### src/rtl/cycle_sequencer_if.sv
// Bundles the control-unit-facing signals of the T-step / M-cycle sequencer.
// master = control unit side that drives ticks and decode hints, slave = sequencer.
interface cycle_sequencer_if;
   logic       i_Enable;
   logic       i_Wait;
   logic       i_IR_Fetch;
   logic       i_Halt;
   logic       i_Wake;
   logic [3:0] o_Cycle_Step;
   logic [7:0] o_Cycle_Count;
   logic       o_Fetch_Cycle;
   logic       o_M_Edge;
   logic       o_Halted;
   logic       o_Overrun;

   modport master (
      output i_Enable, i_Wait, i_IR_Fetch, i_Halt, i_Wake,
      input  o_Cycle_Step, o_Cycle_Count, o_Fetch_Cycle, o_M_Edge, o_Halted, o_Overrun
   );

   modport slave (
      input  i_Enable, i_Wait, i_IR_Fetch, i_Halt, i_Wake,
      output o_Cycle_Step, o_Cycle_Count, o_Fetch_Cycle, o_M_Edge, o_Halted, o_Overrun
   );
endinterface

### src/rtl/cycle_sequencer.sv
// One-hot T-step / M-cycle timing generator with standalone fetch, wait stalls and HALT/wake.
// Step and count are both registered so microcode blocks always see a consistent pair.
module cycle_sequencer (
   input  logic              i_Clk,
   input  logic              i_Reset_n,
   cycle_sequencer_if.slave  bus
);

   typedef enum logic [1:0] {
      ST_FETCH = 2'd0,
      ST_RUN   = 2'd1,
      ST_HALT  = 2'd2
   } state_t;

   state_t     r_State;
   logic [3:0] r_Step;
   logic [7:0] r_Count;
   logic       r_Overrun;

   state_t     w_State_Next;
   logic [3:0] w_Step_Next;
   logic [7:0] w_Count_Next;
   logic       w_Overrun_Next;

   logic       w_Advance;
   logic       w_M_Done;
   logic [3:0] w_Step_Rot;
   logic       w_Count_Legal;

   assign w_Advance = bus.i_Enable & ~bus.i_Wait;
   assign w_M_Done  = w_Advance & (r_Step == 4'b1000);

   // Any corrupted step code falls back to the address phase rather than propagating.
   always_comb begin
      w_Step_Rot = 4'b0001;
      case (r_Step)
         4'b0001: w_Step_Rot = 4'b0010;
         4'b0010: w_Step_Rot = 4'b0100;
         4'b0100: w_Step_Rot = 4'b1000;
         default: w_Step_Rot = 4'b0001;
      endcase
   end

   assign w_Count_Legal = (r_Count != 8'h00) && ((r_Count & (r_Count - 8'h01)) == 8'h00);

   always_comb begin
      w_State_Next   = r_State;
      w_Step_Next    = r_Step;
      w_Count_Next   = r_Count;
      w_Overrun_Next = r_Overrun;
      case (r_State)
         ST_FETCH: begin
            if (w_Advance) begin
               w_Step_Next = w_Step_Rot;
               if (w_M_Done) begin
                  w_State_Next = ST_RUN;
                  w_Count_Next = 8'h01;
               end
            end
         end
         ST_RUN: begin
            if (w_Advance) begin
               w_Step_Next = w_Step_Rot;
               if (w_M_Done) begin
                  if (bus.i_IR_Fetch && bus.i_Halt) begin
                     w_State_Next = ST_HALT;
                     w_Step_Next  = 4'b0000;
                     w_Count_Next = 8'h00;
                  end else if (bus.i_IR_Fetch) begin
                     w_Count_Next = 8'h01;
                  end else if (r_Count[7]) begin
                     w_Count_Next   = 8'h01;
                     w_Overrun_Next = 1'b1;
                  end else if (w_Count_Legal) begin
                     w_Count_Next = {r_Count[6:0], 1'b0};
                  end else begin
                     w_Count_Next = 8'h01;
                  end
               end
            end
         end
         ST_HALT: begin
            w_Step_Next  = 4'b0000;
            w_Count_Next = 8'h00;
            if (bus.i_Wake && bus.i_Enable) begin
               w_State_Next = ST_FETCH;
               w_Step_Next  = 4'b0001;
            end
         end
         default: begin
            w_State_Next = ST_FETCH;
            w_Step_Next  = 4'b0001;
            w_Count_Next = 8'h00;
         end
      endcase
   end

   always_ff @(posedge i_Clk or negedge i_Reset_n) begin
      if (!i_Reset_n) begin
         r_State   <= ST_FETCH;
         r_Step    <= 4'b0001;
         r_Count   <= 8'h00;
         r_Overrun <= 1'b0;
      end else begin
         r_State   <= w_State_Next;
         r_Step    <= w_Step_Next;
         r_Count   <= w_Count_Next;
         r_Overrun <= w_Overrun_Next;
      end
   end

   assign bus.o_Cycle_Step  = r_Step;
   assign bus.o_Cycle_Count = r_Count;
   assign bus.o_Fetch_Cycle = (r_State == ST_FETCH);
   assign bus.o_Halted      = (r_State == ST_HALT);
   assign bus.o_Overrun     = r_Overrun;
   assign bus.o_M_Edge      = (r_State != ST_HALT) & w_M_Done;

endmodule
### src/flat_wrapper.sv
// flat-port wrapper written by rule: the top's interface ports become plain ports
module cycle_sequencer_flat 
  (i_Clk, i_Reset_n, bus_i_Enable, bus_i_Wait, bus_i_IR_Fetch, bus_i_Halt, bus_i_Wake, bus_o_Cycle_Step, bus_o_Cycle_Count, bus_o_Fetch_Cycle, bus_o_M_Edge, bus_o_Halted, bus_o_Overrun);
  cycle_sequencer_if bus_i ();
  input  logic i_Clk;
  input  logic i_Reset_n;
  input wire logic [$bits(bus_i.i_Enable)-1:0] bus_i_Enable;
  input wire logic [$bits(bus_i.i_Wait)-1:0] bus_i_Wait;
  input wire logic [$bits(bus_i.i_IR_Fetch)-1:0] bus_i_IR_Fetch;
  input wire logic [$bits(bus_i.i_Halt)-1:0] bus_i_Halt;
  input wire logic [$bits(bus_i.i_Wake)-1:0] bus_i_Wake;
  output wire logic [$bits(bus_i.o_Cycle_Step)-1:0] bus_o_Cycle_Step;
  output wire logic [$bits(bus_i.o_Cycle_Count)-1:0] bus_o_Cycle_Count;
  output wire logic [$bits(bus_i.o_Fetch_Cycle)-1:0] bus_o_Fetch_Cycle;
  output wire logic [$bits(bus_i.o_M_Edge)-1:0] bus_o_M_Edge;
  output wire logic [$bits(bus_i.o_Halted)-1:0] bus_o_Halted;
  output wire logic [$bits(bus_i.o_Overrun)-1:0] bus_o_Overrun;
  assign bus_i.i_Enable = bus_i_Enable;
  assign bus_i.i_Wait = bus_i_Wait;
  assign bus_i.i_IR_Fetch = bus_i_IR_Fetch;
  assign bus_i.i_Halt = bus_i_Halt;
  assign bus_i.i_Wake = bus_i_Wake;
  assign bus_o_Cycle_Step = bus_i.o_Cycle_Step;
  assign bus_o_Cycle_Count = bus_i.o_Cycle_Count;
  assign bus_o_Fetch_Cycle = bus_i.o_Fetch_Cycle;
  assign bus_o_M_Edge = bus_i.o_M_Edge;
  assign bus_o_Halted = bus_i.o_Halted;
  assign bus_o_Overrun = bus_i.o_Overrun;
  cycle_sequencer u_core (.i_Clk(i_Clk), .i_Reset_n(i_Reset_n), .bus(bus_i));
endmodule
### config.mk
export PLATFORM = sky130hd
export DESIGN_NAME = cycle_sequencer_flat
export DESIGN_NICKNAME = d
export VERILOG_FILES = /design/src/rtl/cycle_sequencer_if.sv /design/src/rtl/cycle_sequencer.sv /design/src/flat_wrapper.sv
export SDC_FILE = /design/constraint.sdc
export NUM_CORES = 1
export LEC_CHECK = 0
export ABC_AREA = 1
export BUFFER_PORTS_ARGS = -buffer_cell sky130_fd_sc_hd__buf_4
export CORE_MARGIN = 1
export CORE_UTILIZATION = 55
export CTS_CLUSTER_SIZE = 8
export DETAILED_ROUTE_END_ITERATION = 10
export GPL_TIMING_DRIVEN = 0
export HOLD_SLACK_MARGIN = 0.15
export PLACE_DENSITY = 0.82
export SYNTH_ARGS = -nofsm -noshare
export SYNTH_HDL_FRONTEND = slang
export SYNTH_SLANG_ARGS = --single-unit
### constraint.sdc
create_clock -name i_Clk -period 2.3 [get_ports i_Clk]
set_clock_uncertainty 0.05 [all_clocks]
set_input_delay 0.46 -clock i_Clk [delete_from_list [all_inputs] [get_ports i_Clk]]
set_output_delay 0.46 -clock i_Clk [all_outputs]
set_load 0.05 [all_outputs]
[After elaboration in Yosys (flattened, before gate mapping)]
Index checks and enable logic that the tools add are counted.
Storage, ports and cells
  register bits: 15
  output and inout bits: 16
  input bits: 7
Cells by class
  $add $sub $neg: 1
  equality and inequality tests: 13
  bitwise logic cells: 7
  reductions and logical operators: 10
  mux-type cells: 23
Operators by type and width (count)
  $mux W8: 8
  $pmux W4 S3: 2
  $mux W4: 4
  $pmux W8 S2: 1
  $mux W2: 6
  $ne A2 B1 Y1 const B: 6
  $reduce_and A6 Y1: 2
  $and A8 B8 Y8: 1
  $logic_not A8 Y1: 1
  $reduce_bool A8 Y1: 1
  $sub A8 B1 Y8 const B: 1
  $pmux W2 S3: 1
  $eq A4 B1 Y1 const B: 1
  $eq A4 B2 Y1 const B: 1
  $eq A4 B3 Y1 const B: 1
  $eq A4 B4 Y1 const B: 1
  $reduce_and A4 Y1: 1
  $and A1 B1 Y1: 3
  $logic_and A1 B1 Y1: 3
  $not A1 Y1: 3
  $eq A2 B1 Y1 const B: 1
  $eq A2 B2 Y1 const B: 1
  $logic_not A2 Y1: 1
  $ne A2 B2 Y1 const B: 1
  other kinds (2): 2

[Logic depth before layout (Yosys ltp)]
  word-level depth: 11
  mapped depth: 9

[Least setup slack after synthesis]
Ideal clock, no wire load.
  kind: register to output
  start: reg u_core.r_Step[3], in the netlist u_core.bus.o_Cycle_Step[3]
  end: out bus_o_M_Edge
  buffers on the path: 1
  data required time: 1790 ps
  path slack: 36 ps
  cell stages (with the launch flop): 6
  arrival: 1754 ps
  path through: dfrtp_1 -> inv_2 -> nor2_2 -> nand3_2 -> buf_6 -> nor2_1
On the way
  cells in the longest elaborated chain, start to end: 3
RTL lines
  start: declaration: RTL line cycle_sequencer.sv:16  | logic [3:0] r_Step;
  start signal: assignment: RTL line cycle_sequencer.sv:106  | r_Step <= w_Step_Next;
  $eq A4 B4 Y1: RTL line cycle_sequencer.sv:31  | assign w_M_Done = w_Advance & (r_Step == 4'b1000);
  $and A1 B1 Y1: RTL line cycle_sequencer.sv:31
  $and A1 B1 Y1: RTL line cycle_sequencer.sv:117  | assign bus.o_M_Edge = (r_State != ST_HALT) & w_M_Done;
  end: declaration: RTL line flat_wrapper.sv:15  | output wire logic [$bits(bus_i.o_M_Edge)-1:0] bus_o_M_Edge;
Every way passes these cells.

[Worst setup path after layout]
  start: reg u_core.r_Step[0], in the netlist u_core.bus.o_Cycle_Step[0]
  end: out bus_o_M_Edge
The elaborated chain is that of the path after synthesis.

==> impl_results.md <==
* Slew Viols, Final at 0
* Status: finished, final reports clean
* Initial Util at 0.6018
* Clock sinks at 15
* # setup viols final at 0
* FF-to-FF End: u_core.bus.o_Cycle_Count[0]
* 1st-iter DRT viols at 21
* R2r setup slk at 0.85 ns
* DR vias at 845
* Register area at 376.6 um2
* Post-layout net count at 148
* Vias per Instance at 5.417
* CP endpoint kind: primary output
* FILL cells at 125
* Post-Syn Instances at 113
* Overall die width at 42.84 um
* Hpwl dp at 1417 um
* All-Layer GR Usage at 0.2260
* Residual DRC count at 0
* Critical Path Start Type: flip-flop
* Share of layout cells above drive strength 1 at 0.4071
* TNS Setup at 0 ns
* Leakage at 0.5704 nW
* CP cell instances: inv_2, nand2_2, nor2_2, nand3_2, buf_6, nor2_1, buf_4
* Total wire length at 1824 um
* Routed wire per std cell at 11.69 um
* Count of different cell masters after synthesis at 26
* Gpl congestion at 0.8478
* Largest net degree at the start of global routing at 16
* Core Box Area at 1524 um2
* # resized after CTS at 0
* WS Path Type: reg2out
* Mapped cell area at 917.1 um2
* WHS Path Cells at 4
* Synth warn at 0
* Slew @ Worst Pin at 0.3353 ns
* Class of the worst hold path: in2reg
* Vias in the first global route at 727
* Worst EP required at 1.79 ns
* R2R cell count at 8
* First drt pass iteration count at 4
* RSZ-0062 raised after global routing: false
* Antenna cells at 0
* Crit path max fanout at 10
* Syn_nets at 120
* CTS Root Cell: clkbuf_4
* P per Cell Area at 900.3 nW/um2
* Slowest cell on the critical path: dfstp_2
* Final Cycle Share at 0.8728
* CP arrival at 1.50 ns
* Register area share after synthesis at 0.4106
* Fin. Hold Viols at 0
* CP delay by family, top: flip-flops
* Longest Clk Path Bufs at 2
* MaxCap Viol Count at 0
* DRT antenna net count at 0
* Die ar. at 1835 um2
* I/O pin count at 23
* CP max stage delay at 0.57 ns
* Die span in y at 42.84 um
* Finished Layout Cells at 156
* # port buffers at 22
* R2R Path Start: u_core.bus.o_Cycle_Step[0]
* Worst-Skew Late Latency at 0.28 ns
* First-pass GRT wire length at 3132 um
* Hold path startpoint: bus_i_Wake
* Mean cell area of the mapped netlist at 8.116 um2
* Pre-CTS setup slack at 0.4561 ns
* TritonCTS clock tree: done
* Initial antenna violation count at 0
* Clock transition at path regs at 0.09 ns
* Yosys reg bits at 15
* Layout area overhead at 24.15%
* GR Overflow Total at 0
* Multi-input gate area at 473.0 um2
* CTS H-tree lvls at 1
* Min cycle time layout at 2.007 ns
* # rows at 14
* Placed Cells at 151
* Headroom to the max-slew limit at 0.7762
* Worst hold endpoint: u_core.r_State[1]
* Peak supply drop at 743.4 uV
* Slack of the critical path at 0.2926 ns
* Fmax at 498.2 MHz
* CTS Buf Count at 3
* Crit path buf inv count at 3
-- placed cells by master, fill, tap and decap left out, types with 3 or more instances in the layout --
master,instances
nand2_1,22
buf_4,22
nor2_1,14
dfrtp_1,14
nand3_1,10
inv_1,8
inv_2,6
nor2_2,5
nand2_2,4
o21ai_2,4
nor3_1,4
o22ai_2,3
o21ai_0,3
clkbuf_4,3
-- registers in the layout (all words and copies together) (netlist names) --
name and flops:
u_core.r_State 2, u_core.bus.o_Cycle_Step 4, u_core.bus.o_Overrun 1, u_core.bus.o_Cycle_Count 8
-- worst min-delay path, stage by stage --
cell and delay (ns):
buf_4 0.07, nand2_1 0.05, nand2_1 0.07, o31ai_1 0.06
-- repair_timing --
item,CTS,global route
hold buffers,1,0
endpoints found under the setup margin,0,0
hold endpoints to repair,14,0
buffers inserted,0,0
-- layout make-up --
type | instances | share of cell area
tap | 16 | 0.01758
sequential | 15 | 0.3308
clock buffer | 4 | 0.02308
buffer | 1 | 0.009890
timing repair buffer | 23 | 0.1538
inverter | 15 | 0.04945
multi-input combinational | 82 | 0.4154
-- Yosys cell counts, drive strengths merged --
library cell,instances,area (um2)
nand2,29,150.1
nor2,21,106.4
dfrtp,14,350.3
inv,14,52.55
nand3,11,60.06
o21ai,8,55.04
nor3,4,20.02
o22ai,3,37.54
a21oi,2,13.76
a22oi,1,7.510
a31o,1,8.760
buf,1,11.26
clkinv,1,3.750
dfstp,1,26.28
nand4,1,6.260
o31ai,1,7.510
-- where the power goes --
group          switching (W)  internal (W)  leakage [nW]  total, W
Sequential         0.0000471      0.000313         0.202  0.000360
Combinational       0.000359      0.000155         0.354  0.000514
Clock              0.0000834     0.0000673        0.0150  0.000151
-- worst max-delay path by stage --
stage                                    start      endpoint  slack (ns)  cells after the start
CTS                 u_core.bus.o_Cycle_Step[0]  bus_o_M_Edge        0.30                      7
global placement                    bus_i_Wait  bus_o_M_Edge        0.45                      6
floorplan           u_core.bus.o_Cycle_Step[3]  bus_o_M_Edge        0.04                      5
detailed placement                  bus_i_Wait  bus_o_M_Edge        0.46                      6
global route        u_core.bus.o_Cycle_Step[1]  bus_o_M_Edge        0.20                      7
finish              u_core.bus.o_Cycle_Step[0]  bus_o_M_Edge        0.29                      7
-- routing by layer --
layer	GRT usage	vias up	wire length [um]
met1	0.3306	403	925
met5	0	-	0
met2	0.3485	20	814
met3	0.03830	3	72
li1	-	419	-
met4	0.05625	0	12
-- logic make-up (layout without fill, tap and decap cells) --
group / Yosys count / in the layout / synth area share
buf+inv: 16 / 43 / 0.07366
simple gates: 66 / 66 / 0.3738
flops: 15 / 15 / 0.4107
compound gates: 16 / 16 / 0.1419
-- per-stage QoR --
step                hold WS [ns]  total power [W]  utilization  instance area [um2]
floorplan                 0.1144        0.0007541            -                917.1
global placement          0.2744        0.0008721       0.7233                 1102
detailed placement        0.2746        0.0008788       0.7233                 1102
CTS                       0.4130         0.001029       0.7471                 1139
global route              0.4414         0.001091       0.7471                 1139
finish                    0.4128         0.001025       0.7471                 1139
(Power assumes the default switching activity.)
